--- src/rtl/gf10_pkg.sv ---
// rtl/gf10_pkg.sv - shared GF(2^10) field constants and element type
package gf10_pkg;

  localparam int          GF_LEN  = 10;
  localparam logic [10:0] GF_POLY = 11'h409;

  typedef logic [GF_LEN-1:0] gf10_t;

  localparam gf10_t GF_ZERO = 10'h000;
  localparam gf10_t GF_ONE  = 10'h001;

endpackage : gf10_pkg

--- src/rtl/gf_mult_2_10_core.sv ---
// rtl/gf_mult_2_10_core.sv - combinational GF(2^10) AND/XOR product with polynomial reduction
module gf_mult_2_10_core
  import gf10_pkg::*;
#(
  parameter logic [10:0] POLY = GF_POLY
) (
  input  gf10_t a,
  input  gf10_t b,
  output gf10_t out
);

  // Raw carry-less product of degree <= 18.
  logic [18:0] raw_c;

  // Reduced remainder, bits [18:10] cleared once folding completes.
  logic [18:0] red_c;

  // Partial-product array: every a[i]&b[j] lands on x^(i+j), summed with XOR.
  always_comb begin
    raw_c = '0;
    for (int i = 0; i < GF_LEN; i++) begin
      for (int j = 0; j < GF_LEN; j++) begin
        raw_c[i+j] = raw_c[i+j] ^ (a[i] & b[j]);
      end
    end
  end

  // Fold top bits down using x^10 = POLY[9:0]; going high-to-low means any bit
  // that a fold pushes back above x^9 is still visited by a later iteration.
  always_comb begin
    red_c = raw_c;
    for (int k = 18; k >= GF_LEN; k--) begin
      for (int m = 0; m < GF_LEN; m++) begin
        if (POLY[m]) begin
          red_c[k-GF_LEN+m] = red_c[k-GF_LEN+m] ^ red_c[k];
        end
      end
      red_c[k] = 1'b0;
    end
  end

  assign out = red_c[GF_LEN-1:0];

endmodule : gf_mult_2_10_core

--- src/rtl/gf_mult_2_10.sv ---
// rtl/gf_mult_2_10.sv - GF(2^10) multiplier with combinational and registered product
module gf_mult_2_10
  import gf10_pkg::*;
#(
  parameter int          GF_LEN = 10,
  parameter logic [10:0] POLY   = 11'h409
) (
  input  logic              clk,
  input  logic              rst_n,
  input  logic              en,
  input  logic [GF_LEN-1:0] a,
  input  logic [GF_LEN-1:0] b,
  output logic [GF_LEN-1:0] out,
  output logic [GF_LEN-1:0] out_q
);

  gf10_t prod_d;
  gf10_t prod_q;

  gf_mult_2_10_core #(
    .POLY (POLY)
  ) u_core (
    .a   (a),
    .b   (b),
    .out (prod_d)
  );

  // Capture the product when enabled; reset clears it without waiting for a clock.
  always_ff @(posedge clk or negedge rst_n) begin
    if (!rst_n) begin
      prod_q <= GF_ZERO;
    end else if (en) begin
      prod_q <= prod_d;
    end
  end

  assign out   = prod_d;
  assign out_q = prod_q;

endmodule : gf_mult_2_10

--- config.mk ---
export PLATFORM = sky130hd
export DESIGN_NAME = gf_mult_2_10
export DESIGN_NICKNAME = d
export VERILOG_FILES = /design/src/rtl/gf10_pkg.sv /design/src/rtl/gf_mult_2_10_core.sv /design/src/rtl/gf_mult_2_10.sv
export SDC_FILE = /design/constraint.sdc
export NUM_CORES = 1
export LEC_CHECK = 0
export BUFFER_PORTS_ARGS = -buffer_cell sky130_fd_sc_hd__buf_2
export CORE_MARGIN = 1.5
export CORE_UTILIZATION = 40
export DETAILED_ROUTE_END_ITERATION = 6
export PLACE_DENSITY = 0.72
export RECOVER_POWER = 50
export SLEW_MARGIN = 15
export SYNTH_ARGS = -nofsm -noshare
export SYNTH_HDL_FRONTEND = slang
export SYNTH_SLANG_ARGS = --single-unit
--- constraint.sdc ---
create_clock -name clk -period 3.4 [get_ports clk]
set_clock_uncertainty 0.1 [all_clocks]
set_input_delay 0.68 -clock clk [delete_from_list [all_inputs] [get_ports clk]]
set_output_delay 0.68 -clock clk [all_outputs]
set_load 0.03 [all_outputs]
Yosys cells after proc, flatten, opt, wreduce, memory -nomap -nowiden
Index checks and enable logic that the tools add are counted.
{ "totals": {"reg_bits": 10, "latch_bits": 0, "ramBits": 0, "rom_bits": 0, "out_inout_bits": 20, "n_memories": 0} }
{ "op_classes": {"addsub": 0, "mul": 0, "div": 0, "order_cmp": 0, "n_eq_ne": 0, "shifts": 0, "muxes": 0, "bitwise_logic": 199, "reduce_logical": 0} }
{ "ops": {"columns": ["op", "count"], "rows": [
  ["1-bit bitwise AND", 100],
  ["1-bit XOR", 99]
]} }

Depth between registers and ports, before layout
Gate-level depths: netlist of the first run.
{ "logic_depth": {"depth_word": 11, "depth_mapped": 7} }

Hierarchy
A second synthesis of the first run with hierarchy kept.
{ "unflattened": {"hier_cells": 231, "hier_area_um2": 1909.3} }
{ "by_module_without_submodules": {"columns": ["module", "n_inst", "cells_each", "area_per_inst_um2", "seq_area_each_um2"], "rows": [
  ["gf_mult_2_10_core", 1, 210, 1497.7, 0.0],
  ["gf_mult_2_10", 1, 21, 411.6, 250.2]
]} }

Worst setup path after synthesis of the first run
OpenSTA, ideal clock, no wires.
{ "synth_timing": {"kind": "input to output", "start": "input port a[3]", "end": "output port out[6]", "t_arrival_ns": 2.334, "t_required_ns": 2.620, "setup_slack_ns": 0.286, "stages": 6, "n_path_buf": 1, "cell_sequence": "buf_2 > nand2_1 > xnor3_1 > xnor3_1 > xnor2_1 > xor2_1"} }
{ "synth_via": {"elab_chain_len": 7} }
{ "synth_rtl": {"columns": ["item", "line", "source"], "rows": [
  ["from (decl)", "gf_mult_2_10.sv:11", "input logic [GF_LEN-1:0] a,"],
  ["1-bit bitwise AND", "gf_mult_2_10_core.sv:23", "raw_c[i+j] = raw_c[i+j] ^ (a[i] & b[j]);"],
  ["1-bit XOR (4 in a row)", "gf_mult_2_10_core.sv:23", null],
  ["1-bit XOR (2 in a row)", "gf_mult_2_10_core.sv:35", "red_c[k-GF_LEN+m] = red_c[k-GF_LEN+m] ^ red_c[k];"],
  ["to (decl)", "gf_mult_2_10.sv:13", "output logic [GF_LEN-1:0] out,"]
]} }
Every way passes these cells.

Worst setup path after layout of the first run
{ "layout_timing": {"start": "input port a[6]", "end": "output port out[4]"} }
{ "layout_via": {"elab_chain_len": 7, "elab_cells_between_ends": 13} }
{ "layout_rtl": {"columns": ["item", "line"], "rows": [
  ["1-bit bitwise AND", "gf_mult_2_10_core.sv:23"],
  ["1-bit XOR (4 in a row)", "gf_mult_2_10_core.sv:23"],
  ["1-bit XOR", "gf_mult_2_10_core.sv:35"],
  ["1-bit XOR *", "gf_mult_2_10_core.sv:35"]
]} }
Mark *: on every way between the ends. The rest lies on a longest branch, timed or not.

==> results_dict.tcl, run 1 <==
set metrics [dict create \
    yosys.area_share.xor_xnor 0.518 \
    final-setup-viol-count 0 \
    finalInstanceArea_mm2 0.00209 \
    fp.dieW_um 70.2 \
    combPwrFrac 0.732 \
    synth_compound_area_frac 0.00554 \
    cts_max_path_buffers 2 \
    place.gp.congestion 0.887 \
    hold_viol 0 \
    p_leak_nw 0.971 \
    post-route-period-util 0.968 \
    first_global_vias 1544 \
    tritoncts "yes" \
    grt_first_pass_wirelength_um 7180 \
    synthCells 235 \
    path_max_fanout 10 \
    num_vias 1539 \
    dp_cells 318 \
    min_period_ns 3.29 \
    cp_top_family "XOR/XNOR gates" \
    holdCritPathClass "input port to async pin" \
    clkSlewWorstSetupHoldPaths_ns 0.05 \
    seq_area_um2 250 \
    synthAdderAreaFrac 0 \
    critPathSlowestCell "xnor3_1" \
    synth-simple-area-share 0.216 \
    die_y_um 70.2 \
    syn_to_final_growth_pct 15.4 \
    rsz0062_at_grt "false" \
    cts.sinks 10 \
    ys_types 18 \
    cts_root_buf "clkbuf_8" \
    cp_data_required_time_ns 2.62 \
    antenna_found_initial 0 \
    largest_register_ffs 10 \
    start_util 0.415 \
    nets 294 \
    netlist_area_mm2 0.00181 \
    ant_nets 0 \
    wl_per_cell_um 13.5 \
    drtIter0Drc 79 \
    place_area_mm2 0.00205 \
    synth_mux_area_frac 0.0581 \
    overflow 0 \
    pwr-share-seq 0.157 \
    core-area_mm2 0.00435 \
    fin_setup_tns_ns 0 \
    status "completed" \
    stdcell_count 322 \
    diodes 0 \
    slew_headroom 0.631 \
    p_int_mw 0.666 \
    arrival_ns 2.51 \
    setup.worst_path.start_class "input port" \
    die_area_mm2 0.00493 \
    yosysWarnings 0 \
    crit_path_cell_trace "buf_2, nand2_2, xnor3_1, xnor2_1, xnor3_1, xnor2_2, buf_2" \
    postCtsHoldBufs 0 \
    numPortBuffers 42 \
    drive_gt1_frac 0.211 \
    swShare 0.504 \
    max_stage_delay_ns 0.51 \
    drv_slew 0 \
    ys_ff_latch 10 \
    power_density_mw_per_mm2 644 \
    yosysSeqAreaShare 0.138 \
    detailed_place_hpwl_um 3390 \
    fill_cells 431 \
    htreeDepth 1 \
    cts_setup_buffers 0 \
    tightest_slew_ns 0.553 \
    clock.fmax_mhz 304 \
    clk-insertion-delay-late_ns 0.24 \
    syn_avg_cell_area_um2 7.69 \
    io_pins 43 \
    clkPwrFrac 0.111 \
    worst_ir_drop_vdd_uv 599 \
    whs_ns 0.301 \
    drc_errors 0 \
    num_rows 24 \
    path_buf_inv 2 \
    power_mw 1.34 \
    cp-end-kind "output pin" \
    routed_wl_um 4340 \
    grt_usage 0.182 \
    multi_input_area_mm2 0.00144 \
    post_cts_resized 0 \
    synth_top_family_by_area "XOR/XNOR gates" \
    grt_start_max_net_pins 12 \
    cts_buffers 3 \
    syn_nets 258 \
    vias_per_cell 4.78 \
    firstDrtPassIters 4 \
    drv_cap 0 \
    p_switching_mw 0.678 \
    path_class "input port to output pin" \
]
==> layout by cell type (no fill, tap or decap) <==
| master | n |
|---|---|
| xor3_1 | 2 |
| clkbuf_8 | 4 |
| xnor3_1 | 8 |
| a21oi_1 | 2 |
| xnor2_2 | 1 |
| buf_2 | 31 |
| clkbuf_1 | 11 |
| dfrtp_1 | 10 |
| nor2_1 | 2 |
| nand2b_1 | 1 |
| mux2_2 | 8 |
| inv_1 | 1 |
| nand2_2 | 2 |
| mux2_4 | 1 |
| buf_4 | 10 |
| xnor2_1 | 58 |
| nand2_1 | 97 |
| xor2_1 | 21 |
==> Yosys cell counts <==
| cell type | number | area share |
|---|---|---|
| inv_1 | 1 | 0.0021 |
| xor3_1 | 2 | 0.026 |
| buf_2 | 15 | 0.042 |
| nand2_1 | 97 | 0.20 |
| buf_4 | 2 | 0.0083 |
| nand2_2 | 2 | 0.0069 |
| a21oi_1 | 2 | 0.0055 |
| xor2_1 | 21 | 0.10 |
| xnor2_1 | 58 | 0.28 |
| clkbuf_1 | 3 | 0.0062 |
| xnor3_1 | 8 | 0.10 |
| nor2_1 | 2 | 0.0042 |
| buf_6 | 1 | 0.0062 |
| nand2b_1 | 1 | 0.0035 |
| mux2_4 | 1 | 0.0083 |
| dfrtp_1 | 10 | 0.14 |
| xnor2_2 | 1 | 0.0090 |
| mux2_2 | 8 | 0.050 |
==> layout make-up <==
| class | instances | area share |
|---|---|---|
| Inverter | 1 | 0.00180 |
| Tap cell | 52 | 0.0312 |
| Sequential cell | 10 | 0.120 |
| Multi-Input combinational cell | 203 | 0.691 |
| Clock buffer | 4 | 0.0264 |
| Timing Repair Buffer | 52 | 0.130 |
==> routing by layer <==
| layer | track usage | share of wire | vias to the layer above |
|---|---|---|---|
| li1 | - | - | 776 |
| met1 | 0.229 | 0.41 | 707 |
| met2 | 0.324 | 0.52 | 52 |
| met3 | 0.0332 | 0.063 | 4 |
| met4 | 0.0363 | 0.0097 | 0 |
| met5 | 0 | 0 | - |
==> worst paths after layout <==
kind	end	cells past startpoint	slack (ns)	startpoint
worst max-delay path	out[4]	7	0.11	a[6]
worst min-delay path	out_q[4]$_DFFE_PN0P_	1	0.30	rst_n
worst max register to register	out_q[4]$_DFFE_PN0P_	1	2.53	out_q[4]$_DFFE_PN0P_
worst min register to register	out_q[2]$_DFFE_PN0P_	1	0.40	out_q[2]$_DFFE_PN0P_
max in group asynchronous	out_q[3]$_DFFE_PN0P_	1	2.53	rst_n
min in group clk	out_q[2]$_DFFE_PN0P_	1	0.40	out_q[2]$_DFFE_PN0P_
==> cell families after synthesis <==
| family | after synthesis |
|---|---|
| flip-flops | 10 |
| AO/OA/AOI/OAI | 2 |
| AND/OR/NAND/NOR | 102 |
| buffers and inverters | 22 |
| XOR/XNOR | 90 |
| multiplexers | 9 |
==> power groups by stage <==
| stage | sequential [mW] | clock [mW] | combinational (mW) |
|---|---|---|---|
| floorplan | 0.335 | 0 | 0.642 |
| global route | 0.221 | 0.157 | 1.04 |
| finish | 0.211 | 0.150 | 0.983 |
| global placement | 0.208 | 0 | 0.997 |
| detailed placement | 0.211 | 0 | 1.01 |
| CTS | 0.209 | 0.154 | 1.01 |
==> per-stage QoR <==
stage	setup WS (ns)	util
detailed placement	0.111	0.470
CTS	0.107	0.482
floorplan	0.286	-
global route	0.0330	0.479
global placement	0.186	0.470
finish	0.108	0.479
No activity file was read; power rests on OpenSTA's default activity.
==> inputs of run 2 (changes only) <==
MAX_ROUTING_LAYER = met4   (was unset)
TNS_END_PERCENT = 20   (was unset)
==> results_dict.tcl, run 2 (synthesis gave the netlist of run 1 again) <==
set metrics [dict create \
    crit_path_cell_trace "buf_2, nand2_2, xnor3_1, xnor2_1, xnor3_1, xnor2_2, buf_2" \
    tritoncts "yes" \
    min_period_ns 3.30 \
    status "completed" \
    cp-endpoint "out[4]" \
    start_util 0.415 \
    firstDrtPassIters 4 \
    diodes 0 \
    place.gp.congestion 0.902 \
    drv_slew 0 \
    post_cts_resized 0 \
    syn_to_final_growth_pct 15.4 \
    rr_worst_depth 1 \
    r2r_slack_ns 2.53 \
    numPortBuffers 42 \
    r2r_end "out_q[4]$_DFFE_PN0P_" \
    worst_ir_drop_vdd_uv 599 \
    core-area_mm2 0.00435 \
    place_ws_ns 0.111 \
    path_buf_inv 2 \
    tightest_slew_ns 0.554 \
    cp-end-kind "output pin" \
    cts_root_buf "clkbuf_8" \
    overflow 0 \
    wl_met3_um 238 \
    die_area_mm2 0.00493 \
    detailed_place_hpwl_um 3390 \
    num_rows 24 \
    path_depth 7 \
    path_class "input port to output pin" \
    cts_setup_buffers 0 \
    post-route-period-util 0.969 \
    critPathSlowestCell "xnor3_1" \
    antenna_found_initial 0 \
    path_max_fanout 10 \
    holdCritPathClass "input port to async pin" \
    drt-met1-wl_um 1870 \
    power_density_mw_per_mm2 644 \
    drtIter0Drc 69 \
    reg2reg_from "out_q[4]$_DFFE_PN0P_" \
    cts_max_path_buffers 2 \
    ant_nets 0 \
    drv_cap 0 \
    top_layer "met4" \
    cts_buffers 3 \
    grt_usage 0.187 \
    htreeDepth 1 \
    max_stage_delay_ns 0.51 \
    io_pins 43 \
    hold_viol 0 \
    rsz0062_at_grt "false" \
    clk-insertion-delay-late_ns 0.24 \
    grt_first_pass_wirelength_um 7190 \
    setup.worst_path.start_class "input port" \
    setup.worst_path.start "a[6]" \
    wl_per_cell_um 13.6 \
    fin_setup_tns_ns 0 \
    layout_setup_ws_ns 0.105 \
    nets 294 \
    clkSlewWorstSetupHoldPaths_ns 0.05 \
    cp_data_required_time_ns 2.62 \
    drive_gt1_frac 0.211 \
    largest_register_ffs 10 \
    num_vias 1524 \
    vias_per_cell 4.73 \
    layout_commonest_cell "nand2_1" \
    cts.sinks 10 \
    clock.fmax_mhz 303 \
    final-setup-viol-count 0 \
    p_leak_nw 0.971 \
    cp_top_family "XOR/XNOR gates" \
    first_global_vias 1547 \
    wl_met2_um 2230 \
    grt_start_max_net_pins 12 \
    die_y_um 70.2 \
    arrival_ns 2.52 \
    drc_errors 0 \
    postCtsHoldBufs 0 \
    fp.dieW_um 70.2 \
    most-common-layout-cells "97 x nand2_1, 58 x xnor2_1, 31 x buf_2, 21 x xor2_1, 11 x clkbuf_1" \
    slew_headroom 0.631 \
    routed_wl_um 4380 \
]
-- run 2: cell counts in the layout (fill, tap and decap cells not counted) --
No cell type changed its count.
-- run 2: final cells by class --
type | count | area [um2]
clock buffer | 4 | 55.1
fill | 431 | 2270
inverter | 1 | 3.75
multi-input combinational | 203 | 1440
sequential | 10 | 250
tap | 52 | 65.1
timing repair buffer | 52 | 272
-- run 2: routing by layer --
metal	track usage	vias to the layer above
li1	-	776
met1	0.229	702
met2	0.323	42
met3	0.0332	4
met4	0.0363	0
met5	-	-
-- run 2: per-stage QoR --
step                area [um2]  hold WS [ns]  cells  total power [mW]   util
finish                    2090         0.301    322              1.34  0.479
global route              2090         0.335    322              1.42  0.479
floorplan                 1810         0.284    235             0.977      -
global placement          2050         0.385    318              1.21  0.470
CTS                       2100         0.195    322              1.37  0.482
detailed placement        2050         0.391    318              1.22  0.470
-- run 2: how the worst min path moves through the flow --
stage                               startpoint  depth (start not counted)                   end
after CTS                                rst_n                          1  out_q[4]$_DFFE_PN0P_
final                                    rst_n                          1  out_q[4]$_DFFE_PN0P_
after detailed placement  out_q[5]$_DFFE_PN0P_                          1  out_q[5]$_DFFE_PN0P_
after floorplan                          rst_n                          0  out_q[0]$_DFFE_PN0P_
after global placement    out_q[2]$_DFFE_PN0P_                          1  out_q[2]$_DFFE_PN0P_
after global routing                     rst_n                          1  out_q[2]$_DFFE_PN0P_
-- run 2: power by group --
group	total [mW]	internal, mW	switching [mW]
Sequential	0.211	0.182	0.0293
Combinational	0.984	0.382	0.602
Clock	0.150	0.102	0.0480
